**src/rtl/alu_operand_pkg.sv**
```systemverilog
// rtl/alu_operand_pkg.sv - shared constants for the ALU operand stage
package alu_operand_pkg;

  localparam int DEF_WIDTH = 32;
  localparam int DEF_IMMW  = 16;
  localparam int DEF_AW    = 5;

  localparam logic [1:0] FWD_RF  = 2'd0;
  localparam logic [1:0] FWD_EX  = 2'd1;
  localparam logic [1:0] FWD_MEM = 2'd2;

  typedef enum logic [1:0] {
    ST_EMPTY = 2'd0,
    ST_ONE   = 2'd1,
    ST_TWO   = 2'd2
  } buf_state_t;

endpackage

```
**src/rtl/operand_fwd_mux.sv**
```systemverilog
// rtl/operand_fwd_mux.sv - forward compare/select for one source operand
module operand_fwd_mux
  import alu_operand_pkg::*;
#(
  parameter int WIDTH = DEF_WIDTH,
  parameter int AW    = DEF_AW
) (
  input  logic [AW-1:0]    addr,
  input  logic [WIDTH-1:0] rf_data,
  input  logic             ex_wr_en,
  input  logic [AW-1:0]    ex_wr_addr,
  input  logic [WIDTH-1:0] ex_wr_data,
  input  logic             mem_wr_en,
  input  logic [AW-1:0]    mem_wr_addr,
  input  logic [WIDTH-1:0] mem_wr_data,
  output logic [WIDTH-1:0] data,
  output logic [1:0]       fwd
);

  // Register 0 is hardwired, so a pending write to it must never be forwarded.
  always_comb begin
    data = rf_data;
    fwd  = FWD_RF;
    if (addr != '0) begin
      if (ex_wr_en && (ex_wr_addr == addr)) begin
        data = ex_wr_data;
        fwd  = FWD_EX;
      end else if (mem_wr_en && (mem_wr_addr == addr)) begin
        data = mem_wr_data;
        fwd  = FWD_MEM;
      end
    end
  end

endmodule

```
**src/rtl/alu_operand_stage.sv**
```systemverilog
// rtl/alu_operand_stage.sv - operand forwarding/extension with 2-entry skid buffer
module alu_operand_stage
  import alu_operand_pkg::*;
#(
  parameter int WIDTH = DEF_WIDTH,
  parameter int IMMW  = DEF_IMMW,
  parameter int AW    = DEF_AW
) (
  input  logic             clk,
  input  logic             rst_n,
  input  logic             in_valid,
  output logic             in_ready,
  input  logic [AW-1:0]    rs_addr,
  input  logic [AW-1:0]    rt_addr,
  input  logic [WIDTH-1:0] rf_rd1,
  input  logic [WIDTH-1:0] rf_rd2,
  input  logic [IMMW-1:0]  imm,
  input  logic             imm_zext,
  input  logic             alu_in_sel,
  input  logic             ex_wr_en,
  input  logic [AW-1:0]    ex_wr_addr,
  input  logic [WIDTH-1:0] ex_wr_data,
  input  logic             mem_wr_en,
  input  logic [AW-1:0]    mem_wr_addr,
  input  logic [WIDTH-1:0] mem_wr_data,
  input  logic             flush,
  output logic             out_valid,
  input  logic             out_ready,
  output logic [WIDTH-1:0] alu_a,
  output logic [WIDTH-1:0] alu_b,
  output logic [WIDTH-1:0] store_data,
  output logic [1:0]       fwd_a,
  output logic [1:0]       fwd_b
);

  buf_state_t state;

  logic [WIDTH-1:0] rs_val, rt_val, ext_imm, new_b;
  logic [1:0]       rs_fwd, rt_fwd;
  logic             accept, issue;

  logic [WIDTH-1:0] tail_a, tail_b, tail_sd;
  logic [1:0]       tail_fa, tail_fb;

  operand_fwd_mux #(.WIDTH(WIDTH), .AW(AW)) u_rs_mux (
    .addr(rs_addr), .rf_data(rf_rd1),
    .ex_wr_en(ex_wr_en), .ex_wr_addr(ex_wr_addr), .ex_wr_data(ex_wr_data),
    .mem_wr_en(mem_wr_en), .mem_wr_addr(mem_wr_addr), .mem_wr_data(mem_wr_data),
    .data(rs_val), .fwd(rs_fwd)
  );

  operand_fwd_mux #(.WIDTH(WIDTH), .AW(AW)) u_rt_mux (
    .addr(rt_addr), .rf_data(rf_rd2),
    .ex_wr_en(ex_wr_en), .ex_wr_addr(ex_wr_addr), .ex_wr_data(ex_wr_data),
    .mem_wr_en(mem_wr_en), .mem_wr_addr(mem_wr_addr), .mem_wr_data(mem_wr_data),
    .data(rt_val), .fwd(rt_fwd)
  );

  assign ext_imm   = imm_zext ? WIDTH'(imm) : WIDTH'($signed(imm));
  assign new_b     = alu_in_sel ? ext_imm : rt_val;
  assign in_ready  = (state != ST_TWO);
  assign out_valid = (state != ST_EMPTY);
  assign accept    = in_valid && in_ready;
  assign issue     = out_valid && out_ready;

  // The head entry registers are the outputs; the tail only fills while stalled.
  always_ff @(posedge clk) begin
    if (!rst_n) begin
      state      <= ST_EMPTY;
      alu_a      <= '0;
      alu_b      <= '0;
      store_data <= '0;
      fwd_a      <= FWD_RF;
      fwd_b      <= FWD_RF;
      tail_a     <= '0;
      tail_b     <= '0;
      tail_sd    <= '0;
      tail_fa    <= FWD_RF;
      tail_fb    <= FWD_RF;
    end else if (flush) begin
      state <= ST_EMPTY;
    end else begin
      case (state)
        ST_EMPTY: begin
          if (accept) begin
            alu_a      <= rs_val;
            alu_b      <= new_b;
            store_data <= rt_val;
            fwd_a      <= rs_fwd;
            fwd_b      <= rt_fwd;
            state      <= ST_ONE;
          end
        end
        ST_ONE: begin
          if (accept && issue) begin
            alu_a      <= rs_val;
            alu_b      <= new_b;
            store_data <= rt_val;
            fwd_a      <= rs_fwd;
            fwd_b      <= rt_fwd;
          end else if (accept) begin
            tail_a  <= rs_val;
            tail_b  <= new_b;
            tail_sd <= rt_val;
            tail_fa <= rs_fwd;
            tail_fb <= rt_fwd;
            state   <= ST_TWO;
          end else if (issue) begin
            state <= ST_EMPTY;
          end
        end
        ST_TWO: begin
          if (issue) begin
            alu_a      <= tail_a;
            alu_b      <= tail_b;
            store_data <= tail_sd;
            fwd_a      <= tail_fa;
            fwd_b      <= tail_fb;
            state      <= ST_ONE;
          end
        end
        default: state <= ST_EMPTY;
      endcase
    end
  end

endmodule

```
**config.mk**
```make
export PLATFORM = sky130hd
export DESIGN_NAME = alu_operand_stage
export DESIGN_NICKNAME = d
export VERILOG_FILES = /design/src/rtl/alu_operand_pkg.sv /design/src/rtl/operand_fwd_mux.sv /design/src/rtl/alu_operand_stage.sv
export SDC_FILE = /design/constraint.sdc
export NUM_CORES = 1
export LEC_CHECK = 0
export ABC_AREA = 1
export BUFFER_PORTS_ARGS = -buffer_cell sky130_fd_sc_hd__buf_2
export CORE_AREA = 4 4 179 181
export DETAILED_ROUTE_END_ITERATION = 7
export DIE_AREA = 0 0 183 185
export GPL_ROUTABILITY_DRIVEN = 0
export SLEW_MARGIN = 20
export SYNTH_ARGS = -nofsm -noshare
export SYNTH_HDL_FRONTEND = slang
export SYNTH_SLANG_ARGS = --single-unit
```
**constraint.sdc**
```tcl
create_clock -name clk -period 2.2 [get_ports clk]
set_input_delay 0.33 -clock clk [delete_from_list [all_inputs] [get_ports clk]]
set_output_delay 0.33 -clock clk [all_outputs]
set_load 0.02 [all_outputs]
```
==> results of run 1 <==
-- cells in the final DEF (no fill, tap or decap), types with 2 or more instances in the layout --
master,n
buf_2,273
clkinv_2,9
inv_1,218
inv_2,10
nor3_1,2
o22ai_1,5
o21ai_0,170
or2_2,16
o21ai_1,18
clkbuf_8,5
buf_12,14
nor2_1,178
buf_4,31
a21oi_2,2
nor2_4,3
a21oi_1,270
nand2_1,244
clkbuf_16,25
nand4_1,98
bufinv_16,4
nand3_1,130
nand2_2,10
dfxtp_1,202
nor2_2,2
nand3_2,21
-- worst register-to-register path, stage by stage, from the launching register on --
cell and delay, ns:
dfxtp_1 0.33, inv_1 0.10, nand2_1 0.09, inv_1 0.08, nor2_1 0.06, inv_1 0.05
nor2_1 0.05, nor3_4 0.27, buf_12 0.36, nor2_1 0.15, nor2_1 0.10, o21ai_0 0.09
inv_1 0.06
-- sequential cells by signal, indices dropped and copies added (netlist names) --
signal / cells
fwd_b: 2
alu_b: 32
tail_a: 32
tail_fa: 2
fwd_a: 2
tail_fb: 2
tail_sd: 32
state: 2
alu_a: 32
tail_b: 32
store_data: 32
-- cell usage after synthesis, drive strengths merged (3+ instances only) --
master	number	area, um^2
nand3	152	873
a21oi	272	1360
inv	228	856
dfxtp	202	4040
buf	42	203
nor2	184	729
clkbuf	87	327
nand4	99	626
nand2	255	982
or2	16	100
o21ai	189	950
nor3	3	20.0
o22ai	5	31.3
-- how the worst min path moves through the flow --
stage	end	depth (start not counted)	slack, ns
6_report	state[1]$_SDFFE_PP0P_	2	0.03
5_1_grt	state[1]$_SDFFE_PP0P_	2	0.02
4_1_cts	state[1]$_SDFFE_PP0P_	2	0.02
3_5_place_dp	tail_fa[0]$_SDFFE_PN0P_	2	0.50
3_3_place_gp	tail_fa[0]$_SDFFE_PN0P_	2	0.50
2_1_floorplan	state[1]$_SDFFE_PP0P_	1	0.41
-- power breakdown --
| part | switching, mW | internal, mW |
|---|---|---|
| logic | 1.13 | 0.564 |
| clock network | 1.64 | 2.69 |
| registers | 0.116 | 3.84 |
| total | 2.89 | 7.09 |
-- metal layers --
metal  global-route usage [%]  part of all wire, %  vias up  wire length (um)
li1                         -                    -     6170                 -
met1                     34.2                   41     5977             19000
met2                     42.9                   47      651             21700
met3                     4.28                  8.1      108              3800
met4                     10.5                  4.5        0              2090
met5                        0                    0        -                 0
-- cell families (layout without fill, tap and decap cells) --
kind of cell              count (synthesis)  after routing  synth area share [%]
and+or+nand+nor                         709            709                  29.9
DFF                                     202            202                  36.3
AOI/OAI and AO/OA                       468            468                  21.2
buffers and inverters                   358            589                  12.5
xor gates and xnor gates                  2              2                 0.157
-- metrics by stage --
step	area, um^2	hold WS [ns]	std cells	setup slack [ns]
2_1_floorplan	11100	0.408	1739	0.503
3_3_place_gp	13000	0.501	2324	0.239
3_5_place_dp	13000	0.504	2324	0.195
4_1_cts	13900	0.0150	2366	0.142
5_1_grt	13900	0.0243	2366	0.0692
6_report	13900	0.0293	2366	0.129
-- area by class of cell --
type / count / area (um^2) / share of cell area (%)
timing repair buffer: 318 / 1880 / 13.5
tap: 396 / 495 / 3.57
clock buffer: 30 / 694 / 5.01
inverter: 229 / 861 / 6.21
sequential: 202 / 4040 / 29.2
clock inverter: 12 / 160 / 1.15
multi-input combinational: 1179 / 5740 / 41.4
==> metrics.txt, run 1 <==
outcome=finished, final reports clean; final setup vio count=0; Final #Nets=2127; max_cap viols=0; CTS Buf Count=24; asr flop ratio synth=0%; crit-path max cell delay=between 0.3 and 0.4 ns; area delta synth->final=24.5%; Critical Path Source=state[0]$_SDFFE_PP0P_; largest net degree at the start of global routing=about 100; FP Rows=64; Initial Util=about 37%; Max VDD drop=around 0.42 mV; worst hold-check path type=in -> reg; final total power=between 9 and 10 mW; Hold-fix buffers, CTS=0; RSZ-0062 raised after global routing=no; via count=roughly 13000; Final Util=a little under half; CTS max path bufs=3; beginning of the worst register-to-register path=state[1]$_SDFFE_PP0P_; Die Y=~190 um; Vias/cell=5.45; Die Area=approximately 34000 um^2; Root Buffer Master=clkbuf_16; die width=~180 um; Worst R2R Path Depth=12; setup TNS=0 ns; Worst Setup EP=in_ready; Worst-path clk slew=~0.06 ns; Top delay family on crit path=buffers and inverters; TritonCTS clock tree=done; final worst-path cycle share=a little over nine tenths; pin slew with the least headroom to its limit=between 0.6 and 0.7 ns; Synthesized Nets=1912; Synth cell types=31; Hold Path Origin=out_ready; setup bufs post-CTS=0; GRT Util Overall=a little over a quarter; H-tree depth=1; Leakage=approximately 7.6 nW; Worst R2R End=tail_a[17]$_SDFFE_PN0P_; ys flop type=dfxtp_1; PD cells=720 nW/um^2; Post-synth EDFFs=0; CP required=1.87 ns; IO Count=around 280; synthesized area=11100 um^2; cts repair resizes=0; share of cells above drive strength 1=21.9%; initial antenna violation count=0; CP max stage cell=buf_12; Fillers=3249; Buf+Inv Stages, Crit Path=3; GRT overflow=0; vias in the first global route=about 12000; worst clock skew=roughly 0.012 ns; register area share after synthesis=between 30% and 40%; first-pass GRT wire length=69900 um; Routed Antenna Nets=0; YS warnings=0; DRC Markers=0; Fin. Hold Viols=0; crit path capture type=output pin; diode count=0; port buffer count=roughly 270; CP Class=reg -> out; Routed WL per cell=slightly below 20 um; Clock Sink Count=between 200 and 250; Critical Path Start Type=flip-flop; DP HPWL=approximately 32000 um; core area=a little over 30000 um^2; Max Freq=slightly below 500 MHz; worst skew pair latency=roughly 0.52 ns; Routed Wire Length=roughly 47000 um; syn_area_per_cell=roughly 6.4 um^2; Crit Path Max Fanout=approximately 100; max-slew violation count=0; Mapped Cells=approximately 1700; crit-path cells=inv_2, nand2_4, buf_12, buf_2; WP data arrival=between 1.5 and 2 ns; CP Depth=4; Iter 0 DRT Violations=1220; reg-to-reg slack, setup=about 0.37 ns; #FFs+latches synth=approximately 200; Tmin final=slightly above 2 ns; slew margin rel.=a little over half; First-pass DRT Iterations=5
No activity file was read; power rests on OpenSTA's default activity.
==> inputs of run 2 (changes only) <==
CORE_AREA = 4 4 185 187   (was 4 4 179 181)
DIE_AREA = 0 0 189 191   (was 0 0 183 185)
SYNTH_HIERARCHICAL = 1   (was default)
==> run 2 against run 1 <==
Effect of this change: hold slack better by 0.016 ns; synthesized cell count up 21%; cell count up 18%; clock skew up 0.0087 ns; die area up 6.6%; worst setup slack better by 0.032 ns; combinational power up 11%; power up 0.78%; sequential power about the same; design area up 5.5%; via count up 1.5%; core utilization down 0.50 points; highest routed layer is now met5.
==> metrics.txt, run 2 <==
outcome=finished, final reports clean; Critical Path Start Type=flip-flop; DP HPWL=30800 um (-4.8%); final worst-path cycle share=92.7% (-1.5 points); H-tree depth=1 (unchanged); Internal=7.04 mW (-0.70%); Root Buffer Master=clkbuf_16; Final #Nets=2498 (+17%); Worst R2R Path Depth=9 (-3); share of cells above drive strength 1=18.4% (-3.4 points); CP Class=reg -> out; cts repair resizes=0 (unchanged); #FFs+latches synth=202 (unchanged); post-route cell area=14600 um^2 (+5.5%); setup bufs post-CTS=0 (unchanged); via count=13100 (+1.5%); Tmin final=2.04 ns (-0.0322 ns); Die Area=36100 um^2 (+6.6%); area delta synth->final=23.0%; register area share after synthesis=34.0% (-2.3 points); crit path capture type=output pin; RSZ-0062 raised after global routing=no; Synthesized Nets=2273 (+19%); largest net degree at the start of global routing=79 (-24%); final total power=10.1 mW (+0.78%); beginning of the worst register-to-register path=state[0]$_SDFFE_PP0P_; Hold-fix buffers, CTS=0 (unchanged); TritonCTS clock tree=done; Routed WL per cell=15.2 um (-23%); Sw Share=30.0% (+1.0 points); Crit Path Max Fanout=78 (-24%); vias in the first global route=12400 (+3.3%); Cells after DPL=2740 (+18%); GRT overflow=0 (unchanged); die width=189 um (+3.3%); Iter 0 DRT Violations=870 (-29%); GR Util met1=29.0% (-5.3 points); CTS max path bufs=3 (unchanged); WHS=0.0454 ns (+0.0161 ns); Comb pwr share=18.8% (+1.8 points); worst skew pair latency=0.53 ns (about the same); port buffer count=274 (unchanged); ys flop type=dfxtp_1; Max Freq=490 MHz (+1.6%); Post-synth EDFFs=0 (unchanged); most common cell in the netlist=nand2_1; worst clock skew=0.0203 ns (+0.00872 ns); slew margin rel.=71.4% (+17 points); final setup vio count=0 (unchanged); CTS Buf Count=25 (+4.2%); pin slew with the least headroom to its limit=0.429 ns (-0.248 ns); max-slew violation count=0 (unchanged); Psw=3.02 mW (+4.4%); synth top area cells=dfxtp_1 34%, nand2_1 22%, nor2_1 18%, inv_1 6.2%, o21ai_0 4.2%; asr flop ratio synth=0% (unchanged); Die Y=191 um (+3.2%); multi-input logic area=6450 um^2 (+12%); Sequential Power Share=39.4% (-0.2 points); most frequent cells in the layout=705 x nand2_1, 585 x nor2_1, 273 x buf_2; Synth cell types=26 (-16%); Non-Filler Instances=2787 (+18%); most common cell after layout, fill and taps aside=nand2_1; Worst-path clk slew=0.06 ns (about the same); Clock Sink Count=202 (unchanged); reg-to-reg slack, setup=0.38 ns (about the same); Leakage=8.02 nW (+6.1%); CP required=1.87 ns (about the same); Vias/cell=4.70 (-14%); WP data arrival=1.71 ns (-0.03 ns); Worst Setup EP=in_ready; YS warnings=6 (+6); Routed Antenna Nets=0 (unchanged); Max VDD drop=0.518 mV (+23%); IO Count=275 (unchanged); GRT Util Overall=22.7% (-3.3 points); initial antenna violation count=15 (+15); first-pass GRT wire length=66200 um (-5.3%); core area=32500 um^2 (+6.7%); Fillers=3561 (+9.6%); worst hold-check path type=in -> reg; DRC Markers=0 (unchanged); Mapped Cells=2100 (+21%); Setup WS pre-CTS=-0.0160 ns (-0.211 ns); GR Util met2=38.5% (-4.4 points); Synth top area share=34.0% (-2.3 points); Final Util=45.1% (-0.50 points); Fin. Hold Viols=0 (unchanged); gr busiest metal=met2; Clk pwr share=41.8% (-1.6 points); global-route met3 utilization=5.31% (+1.0 points); Routed Wire Length=42300 um (-9.3%); Yosys top cell by area=dfxtp_1; Worst R2R End=store_data[30]$_SDFFE_PN0P_; syn_area_per_cell=5.67 um^2 (-12%); Register Area=4040 um^2 (unchanged); First-pass DRT Iterations=5 (unchanged); setup slack after layout=0.161 ns (+0.0322 ns); FP Rows=66 (+3.1%); PD cells=688 nW/um^2 (-4.5%); top cells by count, synth=707 x nand2_1, 585 x nor2_1, 202 x dfxtp_1, 195 x inv_1, 101 x o21ai_0; cell area after placement=13800 um^2 (+6.0%); max_cap viols=0 (unchanged); Critical Path Source=state[0]$_SDFFE_PP0P_; setup TNS=0 ns (unchanged); Initial Util=36.7% (+0.061 points); synthesized area=11900 um^2 (+6.8%)
-- run 2: changes by cell type after synthesis, sizes merged, moves of 5 or more --
cell	before	now
or2	16	1
nor2	184	616
nand3	152	50
nand2	255	712
inv	228	211
o21ai	189	103
nand4	99	43
buf	42	76
clkbuf	87	50
a21oi	272	34
o22ai	5	0
-- run 2: worst min path at each step --
stage                       startpoint  depth (start not counted)  slack (ns)                 endpoint
3_3_place_gp   tail_b[15]$_SDFFE_PN0P_                          2        0.44  tail_b[15]$_SDFFE_PN0P_
2_1_floorplan                out_ready                          1        0.41    state[1]$_SDFFE_PP0P_
3_5_place_dp   tail_b[15]$_SDFFE_PN0P_                          2        0.44  tail_b[15]$_SDFFE_PN0P_
5_1_grt                      out_ready                          2        0.05    state[1]$_SDFFE_PP0P_
6_report                     out_ready                          2        0.05    state[1]$_SDFFE_PP0P_
4_1_cts                      out_ready                          2        0.02    state[1]$_SDFFE_PP0P_
-- run 2: layout make-up --
class | count | share of cell area (%)
Multi-Input combinational cell | 1561 | 44.1
Sequential cell | 202 | 27.6
Timing Repair Buffer | 324 | 13.3
Inverter | 211 | 5.44
Clock buffer | 31 | 4.57
Tap cell | 442 | 3.78
Clock inverter | 14 | 1.12
Antenna cell | 2 | 0.0342
-- run 2: cell families after synthesis --
| kind of cell | Yosys count | synth area share (%) |
|---|---|---|
| AOI/OAI and AO/OA | 139 | 5.93 |
| DFF | 202 | 34.0 |
| buffers and inverters | 337 | 12.0 |
| and+or+nand+nor | 1422 | 48.1 |
-- run 2: metal layers --
layer  vias up  wire length [um]
met5         -               167
met4        28              1270
met3        92              3210
met2       401             19700
met1      5840             18000
li1       6741                 -
-- run 2: worst max-delay path: stages, from the launching register on --
cell	delay (ns)
dfxtp_1	0.40
inv_2	0.08
nand2_4	0.09
buf_12	0.32
buf_2	0.24
-- run 2: power by group through the flow --
stage	Sequential, mW	Clock [mW]	Combinational, mW
finish	3.96	4.20	1.89
global route	3.99	4.47	2.14
CTS	3.97	4.30	1.91
detailed placement	4.05	0	1.90
global placement	4.04	0	1.89
floorplan	4.22	0	1.00
